**src/rtl/operand_fetch_pkg.sv**
```systemverilog
// Shared types and constants for the operand_fetch stage.
// Optional feature macro: OPFETCH_BYPASS_EN (writeback-to-operand forwarding).
package opfetch_pkg;

  localparam int XLEN  = 32;
  localparam int NREGS = 32;
  localparam int RAW   = $clog2(NREGS);

  localparam logic [6:0] OPC_LUI    = 7'b0110111;
  localparam logic [6:0] OPC_AUIPC  = 7'b0010111;
  localparam logic [6:0] OPC_JAL    = 7'b1101111;
  localparam logic [6:0] OPC_JALR   = 7'b1100111;
  localparam logic [6:0] OPC_BRANCH = 7'b1100011;
  localparam logic [6:0] OPC_LOAD   = 7'b0000011;
  localparam logic [6:0] OPC_STORE  = 7'b0100011;
  localparam logic [6:0] OPC_OPIMM  = 7'b0010011;
  localparam logic [6:0] OPC_OP     = 7'b0110011;

  typedef enum logic [2:0] {
    IMM_I,
    IMM_S,
    IMM_B,
    IMM_U,
    IMM_J,
    IMM_NONE
  } imm_type_t;

  // Decoded bundle handed to execute.
  typedef struct packed {
    logic [XLEN-1:0] pc;
    logic [XLEN-1:0] rs1_val;
    logic [XLEN-1:0] rs2_val;
    logic [XLEN-1:0] imm;
    logic [RAW-1:0]  rd;
    logic [6:0]      opcode;
    logic [2:0]      funct3;
    logic [6:0]      funct7;
    logic            illegal;
  } decode_t;

endpackage

```
**src/rtl/operand_fetch_if.sv**
```systemverilog
// Bus interface for operand_fetch: fetch side, register file side,
// writeback snoop and execute side, plus the scoreboard debug view.
//
// Handshakes (both in_* and out_*): a transfer happens on a posedge where
// valid && ready. A producer holding valid keeps its payload stable until
// the transfer; ready may depend on the payload but never on valid.
interface operand_fetch_if;
  import opfetch_pkg::*;

  logic            in_valid;
  logic            in_ready;
  logic [31:0]     in_instr;
  logic [XLEN-1:0] in_pc;

  logic [RAW-1:0]  rf_raddr1;
  logic [RAW-1:0]  rf_raddr2;
  logic [XLEN-1:0] rf_rdata1;
  logic [XLEN-1:0] rf_rdata2;

  logic            wb_en;
  logic [RAW-1:0]  wb_addr;
  logic [XLEN-1:0] wb_data;

  logic            out_valid;
  logic            out_ready;
  logic [XLEN-1:0] out_pc;
  logic [XLEN-1:0] out_rs1_val;
  logic [XLEN-1:0] out_rs2_val;
  logic [XLEN-1:0] out_imm;
  logic [RAW-1:0]  out_rd;
  logic [6:0]      out_opcode;
  logic [2:0]      out_funct3;
  logic [6:0]      out_funct7;
  logic            out_illegal;

  logic [NREGS-1:0] dbg_busy;

  // Environment side: fetch, register file, writeback and execute.
  modport master (
    output in_valid, in_instr, in_pc,
    input  in_ready,
    input  rf_raddr1, rf_raddr2,
    output rf_rdata1, rf_rdata2,
    output wb_en, wb_addr, wb_data,
    input  out_valid, out_pc, out_rs1_val, out_rs2_val, out_imm,
    input  out_rd, out_opcode, out_funct3, out_funct7, out_illegal,
    output out_ready,
    input  dbg_busy
  );

  // The operand_fetch stage itself.
  modport slave (
    input  in_valid, in_instr, in_pc,
    output in_ready,
    output rf_raddr1, rf_raddr2,
    input  rf_rdata1, rf_rdata2,
    input  wb_en, wb_addr, wb_data,
    output out_valid, out_pc, out_rs1_val, out_rs2_val, out_imm,
    output out_rd, out_opcode, out_funct3, out_funct7, out_illegal,
    input  out_ready,
    output dbg_busy
  );

endinterface

```
**src/rtl/operand_fetch_imm_gen.sv**
```systemverilog
// Combinational RV32I immediate generator (I/S/B/U/J, or zero).
module imm_gen
  import opfetch_pkg::*;
(
  input  logic [31:0]     instr,
  input  imm_type_t       imm_type,
  output logic [XLEN-1:0] imm
);

  // Assemble and sign-extend the immediate for the selected format.
  always_comb begin
    imm = '0;
    case (imm_type)
      IMM_I:   imm = {{20{instr[31]}}, instr[31:20]};
      IMM_S:   imm = {{20{instr[31]}}, instr[31:25], instr[11:7]};
      IMM_B:   imm = {{19{instr[31]}}, instr[31], instr[7], instr[30:25],
                      instr[11:8], 1'b0};
      IMM_U:   imm = {instr[31:12], 12'b0};
      IMM_J:   imm = {{11{instr[31]}}, instr[31], instr[19:12], instr[20],
                      instr[30:21], 1'b0};
      default: imm = '0;
    endcase
  end

endmodule

```
**src/rtl/operand_fetch.sv**
```systemverilog
// Decode / operand-fetch stage with busy-bit scoreboard.
// Optional feature macro: OPFETCH_BYPASS_EN forwards the writeback value
// to a source whose busy bit is being cleared in the same cycle.
module operand_fetch
  import opfetch_pkg::*;
(
  input logic            clk,
  input logic            rst_n,
  operand_fetch_if.slave bus
);

  logic [6:0]     opcode;
  logic [RAW-1:0] rs1;
  logic [RAW-1:0] rs2;
  logic [RAW-1:0] rd;

  logic      use_rs1;
  logic      use_rs2;
  logic      has_rd;
  logic      writes_rd;
  logic      illegal;
  imm_type_t imm_type;

  logic [XLEN-1:0] imm;
  logic [NREGS-1:0] busy_q;
  logic [NREGS-1:0] busy_d;

  logic fwd1;
  logic fwd2;
  logic haz1;
  logic haz2;
  logic haz_rd;
  logic hazard;
  logic accept;

  logic [XLEN-1:0] rs1_val;
  logic [XLEN-1:0] rs2_val;

  decode_t bundle_d;
  decode_t bundle_q;
  logic    out_valid_q;

  assign opcode = bus.in_instr[6:0];
  assign rs1    = bus.in_instr[19:15];
  assign rs2    = bus.in_instr[24:20];
  assign rd     = bus.in_instr[11:7];

  assign bus.rf_raddr1 = rs1;
  assign bus.rf_raddr2 = rs2;

  // Classify the opcode: which sources it reads, whether it writes rd,
  // and which immediate format it carries.
  always_comb begin
    use_rs1  = 1'b0;
    use_rs2  = 1'b0;
    has_rd   = 1'b0;
    illegal  = 1'b0;
    imm_type = IMM_NONE;
    case (opcode)
      OPC_LUI:    begin has_rd = 1'b1; imm_type = IMM_U; end
      OPC_AUIPC:  begin has_rd = 1'b1; imm_type = IMM_U; end
      OPC_JAL:    begin has_rd = 1'b1; imm_type = IMM_J; end
      OPC_JALR:   begin use_rs1 = 1'b1; has_rd = 1'b1; imm_type = IMM_I; end
      OPC_BRANCH: begin use_rs1 = 1'b1; use_rs2 = 1'b1; imm_type = IMM_B; end
      OPC_LOAD:   begin use_rs1 = 1'b1; has_rd = 1'b1; imm_type = IMM_I; end
      OPC_STORE:  begin use_rs1 = 1'b1; use_rs2 = 1'b1; imm_type = IMM_S; end
      OPC_OPIMM:  begin use_rs1 = 1'b1; has_rd = 1'b1; imm_type = IMM_I; end
      OPC_OP:     begin use_rs1 = 1'b1; use_rs2 = 1'b1; has_rd = 1'b1; end
      default:    illegal = 1'b1;
    endcase
  end

  // x0 is never tracked, so writes to it neither stall nor set busy.
  assign writes_rd = has_rd && (rd != '0);

  imm_gen u_imm_gen (
    .instr    (bus.in_instr),
    .imm_type (imm_type),
    .imm      (imm)
  );

`ifdef OPFETCH_BYPASS_EN
  assign fwd1 = bus.wb_en && (bus.wb_addr == rs1) && (rs1 != '0);
  assign fwd2 = bus.wb_en && (bus.wb_addr == rs2) && (rs2 != '0);
  assign rs1_val = fwd1 ? bus.wb_data : bus.rf_rdata1;
  assign rs2_val = fwd2 ? bus.wb_data : bus.rf_rdata2;
`else
  assign fwd1 = 1'b0;
  assign fwd2 = 1'b0;
  assign rs1_val = bus.rf_rdata1;
  assign rs2_val = bus.rf_rdata2;
`endif

  // busy_q[0] is held at zero by the next-state logic, so reading it is safe.
  assign haz1   = use_rs1 && busy_q[rs1] && !fwd1;
  assign haz2   = use_rs2 && busy_q[rs2] && !fwd2;
  assign haz_rd = writes_rd && busy_q[rd];
  assign hazard = haz1 || haz2 || haz_rd;

  assign bus.in_ready = !hazard && (!out_valid_q || bus.out_ready);
  assign accept       = bus.in_valid && bus.in_ready;

  // Build the bundle that will be registered on accept.
  always_comb begin
    bundle_d         = '0;
    bundle_d.pc      = bus.in_pc;
    bundle_d.rs1_val = rs1_val;
    bundle_d.rs2_val = rs2_val;
    bundle_d.imm     = imm;
    bundle_d.rd      = rd;
    bundle_d.opcode  = opcode;
    bundle_d.funct3  = bus.in_instr[14:12];
    bundle_d.funct7  = bus.in_instr[31:25];
    bundle_d.illegal = illegal;
  end

  // Output register: load on accept, drop valid once execute takes it,
  // otherwise hold everything stable.
  always_ff @(posedge clk or negedge rst_n) begin
    if (!rst_n) begin
      bundle_q    <= '0;
      out_valid_q <= 1'b0;
    end else if (accept) begin
      bundle_q    <= bundle_d;
      out_valid_q <= 1'b1;
    end else if (bus.out_ready) begin
      out_valid_q <= 1'b0;
    end
  end

  // Scoreboard next state: writeback clears first, issue sets after, so a
  // set and clear to the same index leaves the bit set.
  always_comb begin
    busy_d = busy_q;
    if (bus.wb_en && (bus.wb_addr != '0)) begin
      busy_d[bus.wb_addr] = 1'b0;
    end
    if (accept && writes_rd) begin
      busy_d[rd] = 1'b1;
    end
    busy_d[0] = 1'b0;
  end

  // Scoreboard register.
  always_ff @(posedge clk or negedge rst_n) begin
    if (!rst_n) begin
      busy_q <= '0;
    end else begin
      busy_q <= busy_d;
    end
  end

  assign bus.out_valid   = out_valid_q;
  assign bus.out_pc      = bundle_q.pc;
  assign bus.out_rs1_val = bundle_q.rs1_val;
  assign bus.out_rs2_val = bundle_q.rs2_val;
  assign bus.out_imm     = bundle_q.imm;
  assign bus.out_rd      = bundle_q.rd;
  assign bus.out_opcode  = bundle_q.opcode;
  assign bus.out_funct3  = bundle_q.funct3;
  assign bus.out_funct7  = bundle_q.funct7;
  assign bus.out_illegal = bundle_q.illegal;
  assign bus.dbg_busy    = busy_q;

endmodule

```
**src/flat_wrapper.sv**
```systemverilog
// flat-port wrapper written by rule: the top's interface ports become plain ports
module operand_fetch_flat import opfetch_pkg::*;
  (clk, rst_n, bus_in_valid, bus_in_instr, bus_in_pc, bus_in_ready, bus_rf_raddr1, bus_rf_raddr2, bus_rf_rdata1, bus_rf_rdata2, bus_wb_en, bus_wb_addr, bus_wb_data, bus_out_valid, bus_out_pc, bus_out_rs1_val, bus_out_rs2_val, bus_out_imm, bus_out_rd, bus_out_opcode, bus_out_funct3, bus_out_funct7, bus_out_illegal, bus_out_ready, bus_dbg_busy);
  operand_fetch_if bus_i ();
  input logic clk;
  input logic rst_n;
  input wire logic [$bits(bus_i.in_valid)-1:0] bus_in_valid;
  input wire logic [$bits(bus_i.in_instr)-1:0] bus_in_instr;
  input wire logic [$bits(bus_i.in_pc)-1:0] bus_in_pc;
  output wire logic [$bits(bus_i.in_ready)-1:0] bus_in_ready;
  output wire logic [$bits(bus_i.rf_raddr1)-1:0] bus_rf_raddr1;
  output wire logic [$bits(bus_i.rf_raddr2)-1:0] bus_rf_raddr2;
  input wire logic [$bits(bus_i.rf_rdata1)-1:0] bus_rf_rdata1;
  input wire logic [$bits(bus_i.rf_rdata2)-1:0] bus_rf_rdata2;
  input wire logic [$bits(bus_i.wb_en)-1:0] bus_wb_en;
  input wire logic [$bits(bus_i.wb_addr)-1:0] bus_wb_addr;
  input wire logic [$bits(bus_i.wb_data)-1:0] bus_wb_data;
  output wire logic [$bits(bus_i.out_valid)-1:0] bus_out_valid;
  output wire logic [$bits(bus_i.out_pc)-1:0] bus_out_pc;
  output wire logic [$bits(bus_i.out_rs1_val)-1:0] bus_out_rs1_val;
  output wire logic [$bits(bus_i.out_rs2_val)-1:0] bus_out_rs2_val;
  output wire logic [$bits(bus_i.out_imm)-1:0] bus_out_imm;
  output wire logic [$bits(bus_i.out_rd)-1:0] bus_out_rd;
  output wire logic [$bits(bus_i.out_opcode)-1:0] bus_out_opcode;
  output wire logic [$bits(bus_i.out_funct3)-1:0] bus_out_funct3;
  output wire logic [$bits(bus_i.out_funct7)-1:0] bus_out_funct7;
  output wire logic [$bits(bus_i.out_illegal)-1:0] bus_out_illegal;
  input wire logic [$bits(bus_i.out_ready)-1:0] bus_out_ready;
  output wire logic [$bits(bus_i.dbg_busy)-1:0] bus_dbg_busy;
  assign bus_i.in_valid = bus_in_valid;
  assign bus_i.in_instr = bus_in_instr;
  assign bus_i.in_pc = bus_in_pc;
  assign bus_in_ready = bus_i.in_ready;
  assign bus_rf_raddr1 = bus_i.rf_raddr1;
  assign bus_rf_raddr2 = bus_i.rf_raddr2;
  assign bus_i.rf_rdata1 = bus_rf_rdata1;
  assign bus_i.rf_rdata2 = bus_rf_rdata2;
  assign bus_i.wb_en = bus_wb_en;
  assign bus_i.wb_addr = bus_wb_addr;
  assign bus_i.wb_data = bus_wb_data;
  assign bus_out_valid = bus_i.out_valid;
  assign bus_out_pc = bus_i.out_pc;
  assign bus_out_rs1_val = bus_i.out_rs1_val;
  assign bus_out_rs2_val = bus_i.out_rs2_val;
  assign bus_out_imm = bus_i.out_imm;
  assign bus_out_rd = bus_i.out_rd;
  assign bus_out_opcode = bus_i.out_opcode;
  assign bus_out_funct3 = bus_i.out_funct3;
  assign bus_out_funct7 = bus_i.out_funct7;
  assign bus_out_illegal = bus_i.out_illegal;
  assign bus_i.out_ready = bus_out_ready;
  assign bus_dbg_busy = bus_i.dbg_busy;
  operand_fetch u_core (.clk(clk), .rst_n(rst_n), .bus(bus_i));
endmodule
```
**config.mk**
```make
export PLATFORM = sky130hd
export DESIGN_NAME = operand_fetch_flat
export DESIGN_NICKNAME = d
export VERILOG_FILES = /design/src/rtl/operand_fetch_pkg.sv /design/src/rtl/operand_fetch_if.sv /design/src/rtl/operand_fetch_imm_gen.sv /design/src/rtl/operand_fetch.sv /design/src/flat_wrapper.sv
export SDC_FILE = /design/constraint.sdc
export NUM_CORES = 1
export LEC_CHECK = 0
export BUFFER_PORTS_ARGS = -buffer_cell sky130_fd_sc_hd__buf_2
export CORE_MARGIN = 2
export CORE_UTILIZATION = 35
export CTS_BUF_LIST = sky130_fd_sc_hd__clkbuf_4 sky130_fd_sc_hd__clkbuf_8 sky130_fd_sc_hd__clkbuf_16
export CTS_CLUSTER_DIAMETER = 100
export DETAILED_ROUTE_END_ITERATION = 10
export SYNTH_ARGS = -nofsm -noshare
export SYNTH_HDL_FRONTEND = slang
export SYNTH_SLANG_ARGS = --single-unit
export TNS_END_PERCENT = 1
```
**constraint.sdc**
```tcl
create_clock -name clk -period 3.1 [get_ports clk]
set_input_delay 0.31 -clock clk [delete_from_list [all_inputs] [get_ports clk]]
set_output_delay 0.31 -clock clk [all_outputs]
set_load 0.005 [all_outputs]
```
==> results of run 1 <==
## worst paths after layout
kind,end,cells past startpoint,slack [ps],from
setup / recovery,u_core.bus.out_imm[28],8,190,u_core.bus.dbg_busy[16]
hold reg to reg,u_core.bus.out_funct7[0],1,500,u_core.bus.out_funct7[0]
setup reg to reg,u_core.bus.out_imm[28],8,190,u_core.bus.dbg_busy[16]
hold / removal,u_core.bus.out_rs2_val[14],2,100,bus_rf_rdata2[14]
max in group asynchronous,u_core.bus.out_rs2_val[19],3,1840,rst_n
min in group asynchronous,u_core.bus.out_opcode[4],2,470,rst_n
## critical path: stages, from the launching register on
cell	delay, ps
dfrtp_1	450
mux4_2	470
mux2i_1	310
a221oi_2	130
a21boi_1	260
and4b_4	530
buf_4	300
buf_4	170
mux2i_1	190
## per-stage QoR
stage / instances / setup WS, ps / util / cell area [sq um] / hold slack, ps
after detailed placement: 1345 / 37.36 / 0.4405 / 11090 / 439.6
after global placement: 1345 / 59.61 / 0.4405 / 11090 / 442.2
final: 1379 / 187.9 / 0.4640 / 11680 / 95.96
after floorplan: 707 / 431.5 / - / 8981 / 14.41
after CTS: 1377 / 205.4 / 0.4638 / 11680 / 83.10
after global routing: 1379 / 66.77 / 0.4640 / 11680 / 75.47
## logic make-up after synthesis
kind of cell,count (synthesis),synth area share
mux,187,0.2767
flops,183,0.5099
compound gates,128,0.08484
simple gates,114,0.07217
buf+inv,94,0.05600
other cells,1,0.0004175
## where the power goes
| part | switching (W) | total, W | leakage [nW] | internal, W |
|---|---|---|---|---|
| clock | 0.00111 | 0.00219 | 0.282 | 0.00108 |
| sequential | 0.000159 | 0.00284 | 2.27 | 0.00268 |
| combinational | 0.000571 | 0.00131 | 3.18 | 0.000741 |
| total | 0.00184 | 0.00634 | 5.73 | 0.00450 |
## cells in the final DEF, fill, tap and decap left out, drive strengths merged, types with 2 or more instances in the layout
cell type and n:
nor2 9, a221oi 2, a21oi 28, diode 2, nand4b 3, inv 41, and3 2, a21boi 2
nand2 19, o221ai 2, nand3b 8, buf 369, a22o 5, and3b 3, mux2i 48, nand2b 7
a211oi 3, nand3 36, o21ai 66, and2 2, a311o 2, clkinv 4, mux4 11, a31oi 3
clkbuf 18, a22oi 4, nor4bb 2, nor3b 4, mux2 128, dfrtp 183, o211ai 2, nor2b 7
or3b 3, or3 3
## metal layers
metal,part of all wire,up-vias,track usage
li1,-,3188,-
met5,0.00048,-,0
met3,0.076,26,0.04495
met1,0.42,3389,0.2578
met2,0.49,299,0.3323
met4,0.016,2,0.05183
## timing repair
action                                 CTS  global route
setup endpoints to repair                0             0
endpoints found under the hold margin   32             0
hold buffers                             1             0
## registers in the layout, indices dropped and copies added (netlist names)
name                    count
u_core.bus.out_imm         32
u_core.bus.out_pc          32
u_core.bus.out_rs1_val     32
u_core.bus.out_rs2_val     32
u_core.bus.dbg_busy        31
u_core.bus.out_funct7       7
u_core.bus.out_opcode       7
u_core.bus.out_rd           5
u_core.bus.out_funct3       3
u_core.bus.out_illegal      1
u_core.bus.out_valid        1
## final cells by class
cell class	instances	share of cell area
sequential	183	0.3919
multi-input combinational	430	0.3345
timing repair buffer	371	0.1781
clock buffer	17	0.03641
tap	330	0.03534
clock inverter	14	0.01296
inverter	32	0.01028
antenna	2	0.0004284
==> results.json, run 1 <==
{
  "ir_drop_mv": 0.4006,
  "setup_violations": 0,
  "fin_setup_tns_ps": 0,
  "gp_congestion": 0.8708,
  "outcome": "finished, final reports clean",
  "clock_tree.root_cell": "clkbuf_16",
  "drive_gt1_frac": 0.5234,
  "final_nets": 1205,
  "clk_pin_slew_ps": 90,
  "ioPinCount": 365,
  "slew_violations": 0,
  "clkSinkCount": 183,
  "ys_ff_latch": 183,
  "rsz0062_at_grt": "no",
  "synth_cells": 707,
  "post_drt_wl_per_cell_um": 19.75,
  "synthFlopType": "dfrtp_1",
  "tightest_slew_ps": 841.5,
  "die_w_um": 164.2,
  "drc": 0,
  "drv_cap": 0,
  "period_share": 0.9394,
  "ys_seq_area_frac": 0.5099,
  "yosysMostFrequentCell": "dfrtp_1",
  "min_path_type": "primary input to register",
  "synth_edf_count": 0,
  "multi_input_area_sq_um": 3909,
  "synth_nets": 877,
  "num-fill-cells": 2311,
  "grt_usage": 0.1980,
  "vias": 6904,
  "netlist_top_cells_area": "dfrtp_1 (51%), mux2_4 (14%), mux2_2 (5.5%)",
  "synth_cell_type_count": 54,
  "regArea_sq_um": 4579,
  "hpwl_um": 20270,
  "skew_ps": 18.01,
  "cp.arrival_ps": 3250,
  "start_kind": "register",
  "core_area_sq_um": 25180,
  "end_kind": "register",
  "fmax_mhz": 343.4,
  "antenna_found_initial": 3,
  "cts_buffers": 17,
  "path_max_fanout": 11,
  "die_area_sq_um": 26960,
  "wl_um": 27230,
  "grt_max_degree": 94,
  "finalPower_w": 0.006343,
  "synth_top_area_share": 0.5099,
  "grt.overflow.total": 0,
  "maxSlewHeadroom": 0.4379,
  "synthArstFlopShare": 1.000,
  "yosys.area.top_type": "dfrtp_1",
  "syn-cell-area_sq_um": 8981,
  "cts_tree": "yes",
  "hold_viol_final": 0,
  "synth_area_per_cell_sq_um": 12.70,
  "crit_type": "register to register",
  "drt_pass1_iterations": 7,
  "p_leak_nw": 5.732,
  "required_ps": 3440,
  "postCtsSetupBuffers": 0,
  "std_cell_rows": 58,
  "ctsResizeCount": 0,
  "ant_nets": 0,
  "post_drt_via_cell_ratio": 5.007,
  "ctsLongestPathBuffers": 2,
  "drt_first_iter_violations": 454,
  "grt_pass1_vias": 6861,
  "fp.dieH_um": 164.2,
  "grt_pass1_wl_um": 40790,
  "powerDensity_nw_per_um2": 542.9,
  "synth_warnings": 0,
  "area_delta_synth_final_pct": 30.09,
  "synth_common_cells": "dfrtp_1 (183), mux2_4 (84), o21ai_0 (66), mux2i_1 (48), mux2_2 (44)",
  "io_buffers": 331,
  "finalCriticalPeriod_ps": 2912,
  "start_util": 0.3567,
  "h-tree-depth": 4,
  "clk_latency_ps": 440
}
Note: power is estimated with default switching activity, not from simulation.
==> inputs of run 2 (changes only) <==
Settings changed: BUFFER_PORTS_ARGS -buffer_cell sky130_fd_sc_hd__buf_2 to not set, DONT_BUFFER_PORTS set to 1.
==> results.json, run 2 (same netlist as run 1, synthesis figures left out) <==
{
  "p_int_w": 0.004309,
  "drt_first_iter_violations": 417,
  "crit_type": "register to register",
  "rsz0062_at_grt": "no",
  "setup_violations": 0,
  "gp_congestion": 0.8214,
  "ir_drop_mv": 0.2864,
  "min_path_type": "primary input to asynchronous set/reset pin",
  "grt_usage": 0.1881,
  "num-fill-cells": 2303,
  "drv_cap": 0,
  "grt.overflow.total": 0,
  "slew_violations": 0,
  "maxSlewHeadroom": 0.4036,
  "grt_pass1_wl_um": 38070,
  "clk_pin_slew_ps": 80,
  "cts_buffers": 17,
  "drc": 0,
  "die_w_um": 164.2,
  "layout_commonest_cell": "dfrtp_1",
  "tightest_slew_ps": 886.4,
  "post_drt_wl_per_cell_um": 23.73,
  "fin_setup_tns_ps": 0,
  "antenna_found_initial": 1,
  "setup_ws_ps": 240.2,
  "path_max_fanout": 24,
  "ant_nets": 0,
  "die_area_sq_um": 26960,
  "required_ps": 3420,
  "clock_power_share": 0.368,
  "final_nets": 934,
  "utilization": 0.4222,
  "std_cell_rows": 58,
  "fmax_mhz": 349.7,
  "ctsResizeCount": 0,
  "grt_max_degree": 184,
  "ioPinCount": 365,
  "clkSinkCount": 183,
  "drt_pass1_iterations": 6,
  "clock_tree.root_cell": "clkbuf_16",
  "period_share": 0.9225,
  "powerDensity_nw_per_um2": 561.4,
  "cpMaxStageDelayCell": "mux4_2",
  "seqPwrFrac": 0.496,
  "cp.arrival_ps": 3180,
  "end_kind": "register",
  "core_area_sq_um": 25180,
  "ctsLongestPathBuffers": 2,
  "drive_gt1_frac": 0.2613,
  "start_util": 0.3567,
  "area_delta_synth_final_pct": 18.38,
  "h-tree-depth": 4,
  "vias": 5951,
  "violations": "hold timing",
  "cp_cell_sequence": "mux4_2 -> mux2i_1 -> a221oi_2 -> a21boi_1 -> and4b_4 -> buf_12 -> buf_4 -> mux2_4",
  "fp.dieH_um": 164.2,
  "clk_latency_ps": 440,
  "io_buffers": 0,
  "outcome": "complete, but fails checks",
  "p_sw_frac": 0.2780,
  "post_drt_via_cell_ratio": 5.371,
  "cts_tree": "yes",
  "hold_viol_final": 183,
  "start_kind": "register",
  "p_leak_nw": 4.555,
  "wl_um": 26300,
  "holdWs_ps": -432.9,
  "dp_slack_ps": 303.3,
  "finalPower_w": 0.005968,
  "hpwl_um": 18200,
  "finalCriticalPeriod_ps": 2860,
  "grt_pass1_vias": 6031,
  "skew_ps": 19.16,
  "slowest_delay_ps": 500,
  "final_cell_mix": "dfrtp_1 (183), mux2_4 (84), dlygate4sd3_1 (76), o21ai_0 (66), mux2i_1 (48)",
  "switching_power_w": 0.001659,
  "comb_power_share": 0.136
}
-- run 2: changes by cell type in the layout (fill, tap and decap cells not counted), sizes merged --
| cell | before | now |
|---|---|---|
| diode | 2 | 1 |
| dlygate4sd3 | 1 | 76 |
| clkinv | 4 | 7 |
| inv | 41 | 38 |
| buf | 369 | 24 |
-- run 2: critical path: cells and delay by family, from the launching register on --
family | cells | cell delay (ps)
flops | 1 | 470
simple gates | 1 | 320
compound gates | 2 | 360
buf+inv | 2 | 460
mux | 3 | 1100
-- run 2: repair_timing --
item,4_1_cts,5_1_grt
hold buffers,56,20
setup buffers,0,0
hold endpoints to repair,239,203
-- run 2: metal layers --
metal  up-vias  share of wire  global-route usage
met5         -              0                   0
li1       2649              -                   -
met1      2985           0.38              0.2227
met3        30           0.10             0.06540
met2       287           0.50              0.3227
met4         0          0.017             0.05303
-- run 2: path summary, 6_finish.rpt --
| kind | start | end | slack (ps) | cells after the start |
|---|---|---|---|---|
| setup / recovery | u_core.bus.dbg_busy[19] | u_core.bus.out_pc[12] | 240 | 8 |
| hold / removal | rst_n | u_core.bus.dbg_busy[13] | -430 | 0 |
| setup reg to reg | u_core.bus.dbg_busy[19] | u_core.bus.out_pc[12] | 240 | 8 |
| hold reg to reg | u_core.bus.out_rs2_val[31] | u_core.bus.out_rs2_val[31] | 540 | 1 |
| max in group asynchronous | rst_n | u_core.bus.out_rs2_val[17] | 3170 | 0 |
| min in group clk | bus_rf_rdata2[10] | u_core.bus.out_rs2_val[10] | 30 | 1 |
-- run 2: power by group through the flow --
| stage | registers [W] | logic, W | clock network, W |
|---|---|---|---|
| global placement | 0.00300 | 0.000711 | 0 |
| floorplan | 0.00290 | 0.000664 | 0 |
| CTS | 0.00296 | 0.000789 | 0.00227 |
| detailed placement | 0.00301 | 0.000722 | 0 |
| global route | 0.00300 | 0.000867 | 0.00236 |
| finish | 0.00296 | 0.000810 | 0.00220 |
-- run 2: through the flow --
stage / std cells / instance area, sq um
2_1_floorplan: 707 / 8981
3_3_place_gp: 999 / 9276
3_5_place_dp: 999 / 9276
4_1_cts: 1087 / 10430
5_1_grt: 1107 / 10630
6_report: 1108 / 10630
-- run 2: area by class of cell --
class,count,area [sq um],area share
clock inverters,14,158.9,0.01495
well taps,330,412.9,0.03884
repair buffers,100,1016,0.09556
multi-input cells,430,3909,0.3677
inverters,32,120.1,0.01130
clock buffers,18,432.9,0.04072
flip-flops and latches,183,4579,0.4307
diodes,1,2.502,0.0002354
==> inputs of run 3 (changes only) <==
Settings changed: SYNTH_HIERARCHICAL set to 1, TNS_END_PERCENT 1 to 30.
==> results.json, run 3 <==
{
  "final_nets": 895,
  "powerDensity_nw_per_um2": 549.7,
  "fmax_mhz": 336.2,
  "drt_first_iter_violations": 377,
  "drive_gt1_frac": 0.3564,
  "cp_cell_sequence": "mux2_2 -> o221ai_1 -> a2111o_1 -> or3_1 -> nand4b_4 -> buf_4 -> mux2_2",
  "rsz0062_at_grt": "no",
  "post_drt_wl_per_cell_um": 24.05,
  "synth_common_cells": "dfrtp_1 (183), mux2_4 (138), o21ai_0 (38), nand2_1 (35), o41ai_2 (30)",
  "ioPinCount": 365,
  "design_area_sq_um": 11100,
  "clk_latency_ps": 440,
  "cp.arrival_ps": 3300,
  "synthFlopType": "dfrtp_1",
  "outcome": "complete, but fails checks",
  "fin_setup_tns_ps": 0,
  "min_path_type": "primary input to asynchronous set/reset pin",
  "slowest_delay_ps": 560,
  "synth_top_area_share": 0.4810,
  "grt_usage": 0.1760,
  "yosys.area.top_type": "dfrtp_1",
  "holdWs_ps": -437.8,
  "grt_pass1_wl_um": 38060,
  "die_area_sq_um": 28540,
  "utilization": 0.4143,
  "grt_max_degree": 184,
  "area_delta_synth_final_pct": 16.64,
  "placed_area_sq_um": 9674,
  "core_area_sq_um": 26800,
  "crit_top_cell": "mux2_2",
  "crit_family": "multiplexers",
  "skew_ps": 20.57,
  "num-fill-cells": 2410,
  "setup_ws_ps": 125.5,
  "n_antenna_cell": 0,
  "finalCriticalPeriod_ps": 2975,
  "switching_power_w": 0.001724,
  "drt_pass1_iterations": 5,
  "postCtsSetupBuffers": 0,
  "synth_cell_type_count": 49,
  "synthArstFlopShare": 1.000,
  "ir_drop_mv": 0.3012,
  "io_buffers": 0,
  "drv_cap": 0,
  "slew_violations": 0,
  "synth_warnings": 6,
  "cpMaxStageDelayCell": "buf_4",
  "cts_buffers": 17,
  "ant_nets": 0,
  "start_kind": "register",
  "holdBufCountCts": 67,
  "ys_ff_latch": 183,
  "clock_tree.root_cell": "clkbuf_16",
  "p_leak_nw": 5.106,
  "cts_tree": "yes",
  "multi_input_area_sq_um": 4483,
  "ctsResizeCount": 0,
  "clkSinkCount": 183,
  "std_cell_rows": 60,
  "dp.cells": 966,
  "post_drt_via_cell_ratio": 5.469,
  "h-tree-depth": 4,
  "die_w_um": 168.9,
  "synth_area_per_cell_sq_um": 14.27,
  "violations": "hold timing",
  "regArea_sq_um": 4579,
  "ctsLongestPathBuffers": 2,
  "end_kind": "register",
  "fin_cells": 1079,
  "antenna_found_initial": 1,
  "crit_type": "register to register",
  "start_util": 0.3552,
  "fp.dieH_um": 168.9,
  "ys_seq_area_frac": 0.4810,
  "hold_viol_final": 183,
  "clock_power_share": 0.370,
  "grt.overflow.total": 0,
  "maxSlewHeadroom": 0.4551,
  "netlist_top_cells_area": "dfrtp_1 (48%), mux2_4 (22%), o41ai_2 (5.1%)",
  "synth_edf_count": 0,
  "required_ps": 3430,
  "hpwl_um": 17880,
  "final_cell_mix": "dfrtp_1 (183), mux2_4 (138), dlygate4sd3_1 (81), o21ai_0 (38), nand2_1 (35)",
  "grt_pass1_vias": 6032,
  "layout_commonest_cell": "dfrtp_1",
  "path_max_fanout": 42,
  "seqPwrFrac": 0.487,
  "p_sw_frac": 0.2825,
  "cp_num_buf_inv": 1,
  "wl_um": 25960,
  "synth_cells": 667,
  "comb_power_share": 0.143,
  "period_share": 0.9595,
  "syn-cell-area_sq_um": 9520,
  "p_int_w": 0.004380,
  "synth_nets": 837,
  "clk_pin_slew_ps": 80,
  "vias": 5901,
  "setup_violations": 0,
  "yosysMostFrequentCell": "dfrtp_1",
  "drc": 0,
  "dp_slack_ps": 196.9,
  "tightest_slew_ps": 816.5,
  "gp_congestion": 0.7817
}
## run 3: changes by cell type after synthesis, sizes merged, moves of 8 or more
cell / before / now
o41ai: 0 / 31
o22ai: 0 / 14
nand3: 36 / 6
mux2: 128 / 161
nand2: 19 / 35
clkbuf: 17 / 9
o21ai: 66 / 38
inv: 32 / 8
mux2i: 48 / 13
## run 3: metal layers
metal / routed length, um / vias to the layer above / global-route usage
li1: - / 2585 / -
met1: 10220 / 3023 / 0.2154
met2: 12950 / 272 / 0.2938
met3: 2481 / 19 / 0.06640
met4: 293 / 2 / 0.04310
met5: 13 / - / 0
## run 3: stage by stage
stage / power (W) / hold slack [ps]
finish: 0.006104 / -437.8
global route: 0.006362 / -466.3
CTS: 0.006162 / -457.2
detailed placement: 0.003800 / 18.59
global placement: 0.003786 / 21.08
floorplan: 0.003668 / 14.41
## run 3: logic make-up after synthesis
group,share of synthesized area
fa+ha+maj,0.001183
other cells,0.0003939
flops,0.4810
compound gates,0.1080
mux,0.2964
simple gates,0.06348
buf+inv,0.04955
## run 3: final cells by class
type                    count  area share
clock buffers              17     0.03831
flip-flops and latches    183      0.4124
inverters                   8    0.002704
well taps                 341     0.03842
multi-input cells         420      0.4037
repair buffers             95     0.08699
clock inverters            15     0.01746
## run 3: final timing paths
kind | from | endpoint | slack [ps] | cells past startpoint
min in group clk | bus_rf_rdata2[23] | u_core/bus.out_rs2_val[23] | 20 | 1
setup reg to reg | u_core/bus.dbg_busy[26] | u_core/bus.out_rs2_val[13] | 130 | 7
hold reg to reg | u_core/bus.out_rs2_val[15] | u_core/bus.out_rs2_val[15] | 540 | 1
setup / recovery | u_core/bus.dbg_busy[26] | u_core/bus.out_rs2_val[13] | 130 | 7
max in group asynchronous | rst_n | u_core/bus.out_opcode[0] | 3180 | 0
hold / removal | rst_n | u_core/bus.out_rs2_val[10] | -440 | 0
## run 3: power groups by stage
stage          clock [W]  combinational [W]  sequential [W]
2_1_floorplan          0           0.000754         0.00291
3_3_place_gp           0           0.000772         0.00301
3_5_place_dp           0           0.000783         0.00302
4_1_cts          0.00233           0.000859         0.00297
5_1_grt          0.00242           0.000933         0.00301
6_report         0.00226           0.000875         0.00297
## run 3: worst reg2reg max path, stage by stage (launching register included)
cell      delay (ps)
dfrtp_1          500
mux2_2           230
o221ai_1         120
a2111o_1         450
or3_1            460
nand4b_4         120
buf_4            560
mux2_2           440
